--- src/rtl/cpu_run_ctrl_if.sv ---
// Debug/commit bus between the PDU, the CPU control path and the run sequencer.
interface cpu_run_ctrl_if #(
    parameter int unsigned BP_IDX_W = 2,
    parameter int unsigned CNT_W    = 32
);
    // PDU control
    logic                run;
    logic                step;
    logic                halt;
    logic                bp_we;
    logic [BP_IDX_W-1:0] bp_idx;
    logic [31:0]         bp_addr;
    logic                bp_en;
    logic                cnt_clr;
    // CPU side requests
    logic [31:0]         current_pc;
    logic                wb_en_req;
    logic                mem_we_req;
    // Sequencer results
    logic                cpu_en;
    logic                wb_en;
    logic                mem_we;
    logic [1:0]          state;
    logic [CNT_W-1:0]    retired;

    // Driving side (PDU + CPU control)
    modport master (
        output run, step, halt, bp_we, bp_idx, bp_addr, bp_en, cnt_clr,
        output current_pc, wb_en_req, mem_we_req,
        input  cpu_en, wb_en, mem_we, state, retired
    );

    // Sequencer side
    modport slave (
        input  run, step, halt, bp_we, bp_idx, bp_addr, bp_en, cnt_clr,
        input  current_pc, wb_en_req, mem_we_req,
        output cpu_en, wb_en, mem_we, state, retired
    );
endinterface

--- src/rtl/cpu_run_ctrl.sv ---
// Execution sequencer: halt/run/step control, PC breakpoints, commit gating
// and retired-instruction counting for the single-cycle CPU.
module cpu_run_ctrl #(
    parameter int unsigned BP_IDX_W = 2,
    parameter int unsigned CNT_W    = 32
) (
    input  logic            clk,
    input  logic            rst,
    cpu_run_ctrl_if.slave   bus
);
    localparam int unsigned NBRK = 1 << BP_IDX_W;

    typedef enum logic [1:0] {
        ST_HALT = 2'd0,
        ST_RUN  = 2'd1,
        ST_STEP = 2'd2,
        ST_BRK  = 2'd3
    } state_e;

    state_e           state_q;
    state_e           state_n;
    logic             skip_q;
    logic             skip_n;
    logic [31:0]      bp_pc_q [NBRK];
    logic [NBRK-1:0]  bp_en_q;
    logic             bp_match;
    logic             bp_hit;
    logic             cpu_en;
    logic [CNT_W-1:0] retired_q;

    // Any enabled breakpoint slot matching the presented PC
    always_comb begin
        bp_match = 1'b0;
        for (int unsigned i = 0; i < NBRK; i++) begin
            if (bp_en_q[i] && (bp_pc_q[i] == bus.current_pc)) begin
                bp_match = 1'b1;
            end
        end
    end

    // Next-state, breakpoint hit and commit enable
    always_comb begin
        state_n = state_q;
        bp_hit  = 1'b0;
        cpu_en  = 1'b0;
        unique case (state_q)
            ST_HALT: begin
                if (bus.run) begin
                    state_n = ST_RUN;
                end else if (bus.step) begin
                    state_n = ST_STEP;
                end
            end
            ST_RUN: begin
                bp_hit = !skip_q && bp_match;
                cpu_en = !bp_hit;
                if (bus.halt) begin
                    state_n = ST_HALT;
                end else if (bp_hit) begin
                    state_n = ST_BRK;
                end
            end
            ST_STEP: begin
                cpu_en  = 1'b1;
                state_n = ST_HALT;
            end
            ST_BRK: begin
                if (bus.halt) begin
                    state_n = ST_HALT;
                end else if (bus.run) begin
                    state_n = ST_RUN;
                end else if (bus.step) begin
                    state_n = ST_STEP;
                end
            end
            default: state_n = ST_HALT;
        endcase
        // First RUN cycle after any entry into RUN ignores breakpoints
        skip_n = (state_q != ST_RUN) && (state_n == ST_RUN);
    end

    // State and skip-flag registers
    always_ff @(posedge clk or negedge rst) begin
        if (!rst) begin
            state_q <= ST_HALT;
            skip_q  <= 1'b0;
        end else begin
            state_q <= state_n;
            skip_q  <= skip_n;
        end
    end

    // Breakpoint slot registers, writable in any state
    always_ff @(posedge clk or negedge rst) begin
        if (!rst) begin
            for (int unsigned i = 0; i < NBRK; i++) begin
                bp_pc_q[i] <= '0;
            end
            bp_en_q <= '0;
        end else if (bus.bp_we) begin
            bp_pc_q[bus.bp_idx] <= bus.bp_addr;
            bp_en_q[bus.bp_idx] <= bus.bp_en;
        end
    end

    // Retired-instruction counter; clear wins over a coincident commit
    always_ff @(posedge clk or negedge rst) begin
        if (!rst) begin
            retired_q <= '0;
        end else if (bus.cnt_clr) begin
            retired_q <= '0;
        end else if (cpu_en) begin
            retired_q <= retired_q + CNT_W'(1);
        end
    end

    assign bus.cpu_en  = cpu_en;
    assign bus.wb_en   = bus.wb_en_req & cpu_en;
    assign bus.mem_we  = bus.mem_we_req & cpu_en;
    assign bus.state   = state_q;
    assign bus.retired = retired_q;

endmodule

--- src/flat_wrapper.sv ---
// flat-port wrapper written by rule: the top's interface ports become plain ports
module cpu_run_ctrl_flat 
#(
    parameter int unsigned BP_IDX_W = 2,
    parameter int unsigned CNT_W    = 32
)
  (clk, rst, bus_run, bus_step, bus_halt, bus_bp_we, bus_bp_idx, bus_bp_addr, bus_bp_en, bus_cnt_clr, bus_current_pc, bus_wb_en_req, bus_mem_we_req, bus_cpu_en, bus_wb_en, bus_mem_we, bus_state, bus_retired);
  cpu_run_ctrl_if #(.BP_IDX_W(BP_IDX_W), .CNT_W(CNT_W)) bus_i ();
  input  logic clk;
  input  logic rst;
  input wire logic [$bits(bus_i.run)-1:0] bus_run;
  input wire logic [$bits(bus_i.step)-1:0] bus_step;
  input wire logic [$bits(bus_i.halt)-1:0] bus_halt;
  input wire logic [$bits(bus_i.bp_we)-1:0] bus_bp_we;
  input wire logic [$bits(bus_i.bp_idx)-1:0] bus_bp_idx;
  input wire logic [$bits(bus_i.bp_addr)-1:0] bus_bp_addr;
  input wire logic [$bits(bus_i.bp_en)-1:0] bus_bp_en;
  input wire logic [$bits(bus_i.cnt_clr)-1:0] bus_cnt_clr;
  input wire logic [$bits(bus_i.current_pc)-1:0] bus_current_pc;
  input wire logic [$bits(bus_i.wb_en_req)-1:0] bus_wb_en_req;
  input wire logic [$bits(bus_i.mem_we_req)-1:0] bus_mem_we_req;
  output wire logic [$bits(bus_i.cpu_en)-1:0] bus_cpu_en;
  output wire logic [$bits(bus_i.wb_en)-1:0] bus_wb_en;
  output wire logic [$bits(bus_i.mem_we)-1:0] bus_mem_we;
  output wire logic [$bits(bus_i.state)-1:0] bus_state;
  output wire logic [$bits(bus_i.retired)-1:0] bus_retired;
  assign bus_i.run = bus_run;
  assign bus_i.step = bus_step;
  assign bus_i.halt = bus_halt;
  assign bus_i.bp_we = bus_bp_we;
  assign bus_i.bp_idx = bus_bp_idx;
  assign bus_i.bp_addr = bus_bp_addr;
  assign bus_i.bp_en = bus_bp_en;
  assign bus_i.cnt_clr = bus_cnt_clr;
  assign bus_i.current_pc = bus_current_pc;
  assign bus_i.wb_en_req = bus_wb_en_req;
  assign bus_i.mem_we_req = bus_mem_we_req;
  assign bus_cpu_en = bus_i.cpu_en;
  assign bus_wb_en = bus_i.wb_en;
  assign bus_mem_we = bus_i.mem_we;
  assign bus_state = bus_i.state;
  assign bus_retired = bus_i.retired;
  cpu_run_ctrl #(.BP_IDX_W(BP_IDX_W), .CNT_W(CNT_W)) u_core (.clk(clk), .rst(rst), .bus(bus_i));
endmodule
--- config.mk ---
export PLATFORM = sky130hd
export DESIGN_NAME = cpu_run_ctrl_flat
export DESIGN_NICKNAME = d
export VERILOG_FILES = /design/src/rtl/cpu_run_ctrl_if.sv /design/src/rtl/cpu_run_ctrl.sv /design/src/flat_wrapper.sv
export SDC_FILE = /design/constraint.sdc
export NUM_CORES = 1
export LEC_CHECK = 0
export BUFFER_PORTS_ARGS = -buffer_cell sky130_fd_sc_hd__buf_4
export CAP_MARGIN = 20
export CORE_ASPECT_RATIO = 0.8
export CORE_MARGIN = 5
export CORE_UTILIZATION = 55
export CTS_CLUSTER_SIZE = 8
export DETAILED_ROUTE_END_ITERATION = 8
export HOLD_SLACK_MARGIN = 0.05
export PLACE_DENSITY = 0.77
export SKIP_LAST_GASP = 1
export SLEW_MARGIN = 25
export SYNTH_ARGS = -nofsm -noshare
export SYNTH_HDL_FRONTEND = slang
export SYNTH_SLANG_ARGS = --single-unit
export TNS_END_PERCENT = 100
--- constraint.sdc ---
create_clock -name clk -period 3.2 [get_ports clk]
set_input_delay 0.16 -clock clk [delete_from_list [all_inputs] [get_ports clk]]
set_output_delay 0.16 -clock clk [all_outputs]
set_load 0.01 [all_outputs]
# After elaboration in Yosys (flattened, before gate mapping)
# Cells that the tools add are included.
# Widths: inputs -> output; s select.
[word_totals]
inputBits = 76
out_inout_bits = 37
word_cells = 56
ff_bits = 167
[classes]
n_reduce_logical = 12
add_sub_neg = 1
n_eq_ne = 9
magnitude_cmp = 4
muxes = 19
bitwise = 3
[op_table]
columns = ["op", "count"]
rows = [
  ["$bwmux 128", 1],
  ["$eq 32x32->1", 4],
  ["$mux 32", 3],
  ["$demux 32 s2", 1],
  ["$add 32x1->32 const B", 1],
  ["$mux 2", 5],
  ["$logic_and 1x1->1", 8],
  ["$pmux 2 s4", 1],
  ["$mux 1", 5],
  ["$bwmux 4", 1],
  ["$eq 2x1->1 const B", 2],
  ["$eq 2x2->1 const B", 2],
  ["$ge 3x3->1 const B", 1],
  ["$lt 2x3->1 const B", 1],
  ["$lt 3x1->1 const B", 1],
  ["$not 2->3", 1],
  ["$and 1x1->1", 2],
  ["$demux 1 s2", 1],
  ["$ge 2x1->1 const B", 1],
  ["$logic_not 1->1", 2],
  ["$logic_not 2->1", 1],
  ["$ne 2x1->1 const B", 1],
  ["$pmux 1 s2", 1],
  ["$reduce_bool 2->1", 1],
]

# Longest topological paths before layout
[logic_depth]
word_depth = 12
mapped_depth = 11
mapped_depth_nobuf = 9

# Least setup slack after synthesis
# No wires, ideal clock.
[synth_timing]
path_kind = "register to output"
from = "register u_core.bp_pc_q[15] in the netlist's numbering"
to = "output bus_mem_we"
n_path_buf = 2
path_stages_with_launch = 11
arrival_time_ns = 2.259
path_slack_ns = 0.781
t_required_ns = 3.040
cell_sequence = "dfrtp_1 > xor2_1 > nor4_1 > nand4_1 > or3_4 > a41oi_4 > or2_1 > buf_4 > buf_6 > inv_1 > and2_1"
[synth_via]
elab_chain_cells = 7
[synth_rtl]
columns = ["element", "line_no", "text"]
rows = [
  ["from (decl)", "cpu_run_ctrl.sv:24", "logic [31:0] bp_pc_q [NBRK];"],
  ["from (signal, indexed assignment)", "cpu_run_ctrl.sv:101", "bp_pc_q[bus.bp_idx] <= bus.bp_addr;"],
  ["$eq 32x32->1", "cpu_run_ctrl.sv:35", "if (bp_en_q[i] && (bp_pc_q[i] == bus.current_pc)) begin"],
  ["$logic_and 1x1->1", "cpu_run_ctrl.sv:35", ""],
  ["$mux 1", "cpu_run_ctrl.sv:35", ""],
  ["$logic_and 1x1->1", "cpu_run_ctrl.sv:55", "bp_hit = !skip_q && bp_match;"],
  ["$logic_not 1->1", "cpu_run_ctrl.sv:56", "cpu_en = !bp_hit;"],
  ["$pmux 1 s2", "cpu_run_ctrl.sv:46", "unique case (state_q)"],
  ["named net bus_cpu_en", "flat_wrapper.sv:22", "output wire logic [$bits(bus_i.cpu_en)-1:0] bus_cpu_en;"],
  ["$and 1x1->1", "cpu_run_ctrl.sv:119", "assign bus.mem_we = bus.mem_we_req & cpu_en;"],
  ["to (decl)", "flat_wrapper.sv:24", "output wire logic [$bits(bus_i.mem_we)-1:0] bus_mem_we;"],
]
# The timed path passes the listed nets, and every way through them passes these cells.

# Final worst setup path
[layout_timing]
from = "register u_core.bp_pc_q[112] in the netlist's numbering"
to = "output bus_wb_en"
[layout_via]
elab_chain_cells = 10
[layout_rtl]
columns = ["element", "line_no", "text"]
rows = [
  ["$eq 32x32->1", "cpu_run_ctrl.sv:35", ""],
  ["$logic_and 1x1->1", "cpu_run_ctrl.sv:35", ""],
  ["$mux 1 (4 in a row)", "cpu_run_ctrl.sv:35", ""],
  ["$logic_and 1x1->1", "cpu_run_ctrl.sv:55", ""],
  ["$logic_not 1->1", "cpu_run_ctrl.sv:56", ""],
  ["$pmux 1 s2", "cpu_run_ctrl.sv:46", ""],
  ["$and 1x1->1", "cpu_run_ctrl.sv:118", "assign bus.wb_en = bus.wb_en_req & cpu_en;"],
  ["to (decl)", "flat_wrapper.sv:23", "output wire logic [$bits(bus_i.wb_en)-1:0] bus_wb_en;"],
]
# Every way passes these cells.

==> reports/metrics.yaml <==
synth_ff_type: "dfrtp_1"
cp_num_buf_inv: 2
dpl_cell_area_um2: 9350
drt-total-wl_um: 21400
max_slew_margin_pct: 34.3
portBuffers: 112
fill_cells: 1043
core_um2: 14900
place_congestion: 0.862
num_vias: 5978
synth_area_um2: 8290
drt_pass1_iterations: 5
synth_edf_count: 0
rows: 40
grt_max_degree: 81
antenna_cells: 0
hpwl_um: 15100
antenna_found_initial: 0
synthDistinctLibCells: 38
grt_usage_pct: 24.8
cts-root-to-sink-buffers: 2
setup_violations: 0
grt_overflow: 0
drive_above_1_share_pct: 34.9
synthCells: 681
syn-num-nets: 762
final_hold_viol_count: 0
grt_pass1_wl_um: 34200
hold_path.class: "input pin to flop"
die_h_um: 120
drc: 0
max_stage_delay_ns: 0.47
design_area_um2: 10300
antenna_left: 0
initial_utilization_pct: 55.6
syn_area_per_cell_um2: 12.2
ios: 113
htree_levels: 4
worstSkewPairLatency_ns: 0.43
p_leak_nw: 4.42
die_area_um2: 17600
cts_root_buf: "clkbuf_16"
drtIter0Drc: 364
avgRoutedWirePerCell_um: 20.7
crit_type: "flop to output port"
final_nets: 914
slew_viol_final: 0
crit_family: "simple AND/OR/NAND/NOR gates"
finalWorstSetupSlack_ns: 0.133
critPathLaunchType: "flop"
chipWidth_um: 147
crit_arrival_ns: 2.91
cp.required_ns: 3.04
crit_fanout: 6
yosys_register_bits: 167
cellPowerDensity_nw_per_um2: 576
end_kind: "output port"
post-route-period-util_pct: 95.8
finalClockSkew_ns: 0.0132
clkSinkCount: 167
maxCapViolCount: 0
grt_pass1_vias: 6158
cp_cell_sequence: "xor2_1, nor4_1, nand4_1, or3_4, a41oi_4, or2_4, inv_1, and2_1, buf_4"
clk_pin_slew_ns: 0.06
place_ws_ns: 0.213
viasPerCell: 5.79
synth-warning-count: 0
area_growth_pct: 23.7
critical_path.slowest_cell: "nor4_1"
synth_async_sr_flop_share_pct: 100
peakVddDrop_uv: 403
numCtsBuffers: 17
tightest_slew_ns: 0.983
status: "finished, final reports clean"
yosysSeqAreaShare_pct: 50.4
fmax_mhz: 326
cts_tree: "yes"
period_minus_slack_ns: 3.07
## worst register-to-register path, stage by stage (launching register included)
cell and delay [ns]:
dfrtp_1 0.44, nand4_1 0.29, nor4_2 0.34, nand4_1 0.35, nor3_4 0.36, and3_1 0.30
nand4_1 0.21, nor4_2 0.30, mux2_4 0.32
## layout by cell type (no fill, tap or decap), drive strengths merged
cell           n
a21bo          1
a21oi         18
a41oi          1
and2           5
and3           4
buf          122
clkbuf        25
clkinv         4
dfrtp        167
dlygate4sd3   34
ha             5
inv           12
mux2         133
nand2         23
nand3         20
nand3b         4
nand4         14
nor2          23
nor2b          2
nor3          10
nor3b          2
nor4          34
nor4b          4
o21ai          9
o31ai          7
o41ai          1
or2            2
or3            6
or4            7
xnor2         49
xor2          95
## Yosys cell counts (2+ instances only)
| cell | count | area (µm²) |
|---|---|---|
| clkbuf_1 | 16 | 60.1 |
| nand4_1 | 14 | 87.6 |
| dfrtp_1 | 167 | 4180 |
| inv_1 | 12 | 45.0 |
| mux2_2 | 132 | 1490 |
| ha_1 | 5 | 62.6 |
| nor3b_1 | 2 | 15.0 |
| o21ai_1 | 5 | 25.0 |
| a21oi_1 | 18 | 90.1 |
| nor4b_1 | 4 | 35.0 |
| nor2b_1 | 2 | 12.5 |
| and3_1 | 4 | 25.0 |
| nor4_1 | 33 | 206 |
| xor2_1 | 95 | 832 |
| buf_6 | 2 | 22.5 |
| o21ai_0 | 4 | 20.0 |
| o31ai_1 | 7 | 52.6 |
| or3_4 | 2 | 22.5 |
| and2_1 | 5 | 31.3 |
| or3_1 | 4 | 25.0 |
| buf_2 | 3 | 15.0 |
| nand2_1 | 23 | 86.3 |
| nor2_1 | 23 | 86.3 |
| nand3b_1 | 4 | 30.0 |
| nand3_1 | 20 | 100 |
| xnor2_1 | 49 | 429 |
| or4_1 | 7 | 52.6 |
| nor3_1 | 9 | 45.0 |
## worst paths after layout
kind                                                   start                                  to  slack (ns)  cells past startpoint
hold / removal                                       bus_run       u_core.bus.state[0]$_DFF_PN0_        0.08                      4
setup reg to reg           u_core.bus.retired[6]$_DFFE_PN0P_  u_core.bus.retired[31]$_DFFE_PN0P_        0.17                      8
min in group asynchronous                                rst      u_core.bp_pc_q[76]$_DFFE_PN0P_        0.23                      2
hold reg to reg                u_core.bp_en_q[1]$_DFFE_PN0P_       u_core.bp_en_q[1]$_DFFE_PN0P_        0.52                      1
max in group asynchronous                                rst       u_core.bp_pc_q[3]$_DFFE_PN0P_        2.04                      3
setup / recovery             u_core.bp_pc_q[112]$_DFFE_PN0P_                           bus_wb_en        0.13                      9
## metal layers
metal  vias up  GRT usage, %  part of all wire (%)
met5         -             0                     0
met4         0          6.64                   1.3
met3        23          4.64                   5.8
met2       202          38.0                    46
met1      3043          36.6                    47
li1       2710             -                     -
## flip-flops by register name (all words and copies together), names as in the netlist
register	cells
u_core.skip_q	1
u_core.bp_en_q	4
u_core.bus.retired	32
u_core.bp_pc_q	128
u_core.bus.state	2
## kinds of logic after synthesis
| logic type | Yosys count | share of synthesized area, % |
|---|---|---|
| AOI/OAI and AO/OA | 37 | 2.82 |
| buffers and inverters | 35 | 1.86 |
| xor gates and xnor gates | 144 | 15.2 |
| muxes | 133 | 18.1 |
| adders and majority gates | 5 | 0.755 |
| DFF | 167 | 50.4 |
| and+or+nand+nor | 160 | 10.8 |
## cell type report
type	count	area, µm²	area share [%]
well taps	189	236	2.31
clock inverters	4	20.0	0.195
clock buffers	25	505	4.93
flip-flops and latches	167	4180	40.8
repair buffers	156	1270	12.4
multi-input cells	479	3990	39.0
inverters	12	45.0	0.439
## where the power goes
group	switching [W]	internal (W)
Clock	0.000808	0.00108
Combinational	0.000664	0.000655
Sequential	0.000247	0.00245
## per-stage QoR
stage               util (%)  setup TNS (ns)  total power (W)  hold WS, ns  std cells
CTS                     68.5               0          0.00589       0.0640       1032
global placement        62.7               0          0.00392        0.122        969
floorplan                  -               0          0.00348       -0.136        681
global route            68.7         -0.0360          0.00615        0.102       1032
detailed placement      62.7               0          0.00398        0.126        969
finish                  68.7               0          0.00591       0.0818       1032
## repair_timing
action / in CTS / in global routing
hold buffers: 34 / 0
resized for setup: 0 / 6
buffers inserted: 0 / 0
endpoints found under the setup margin: 0 / 5
endpoints found under the hold margin: 177 / 0
(Power assumes the default switching activity.)
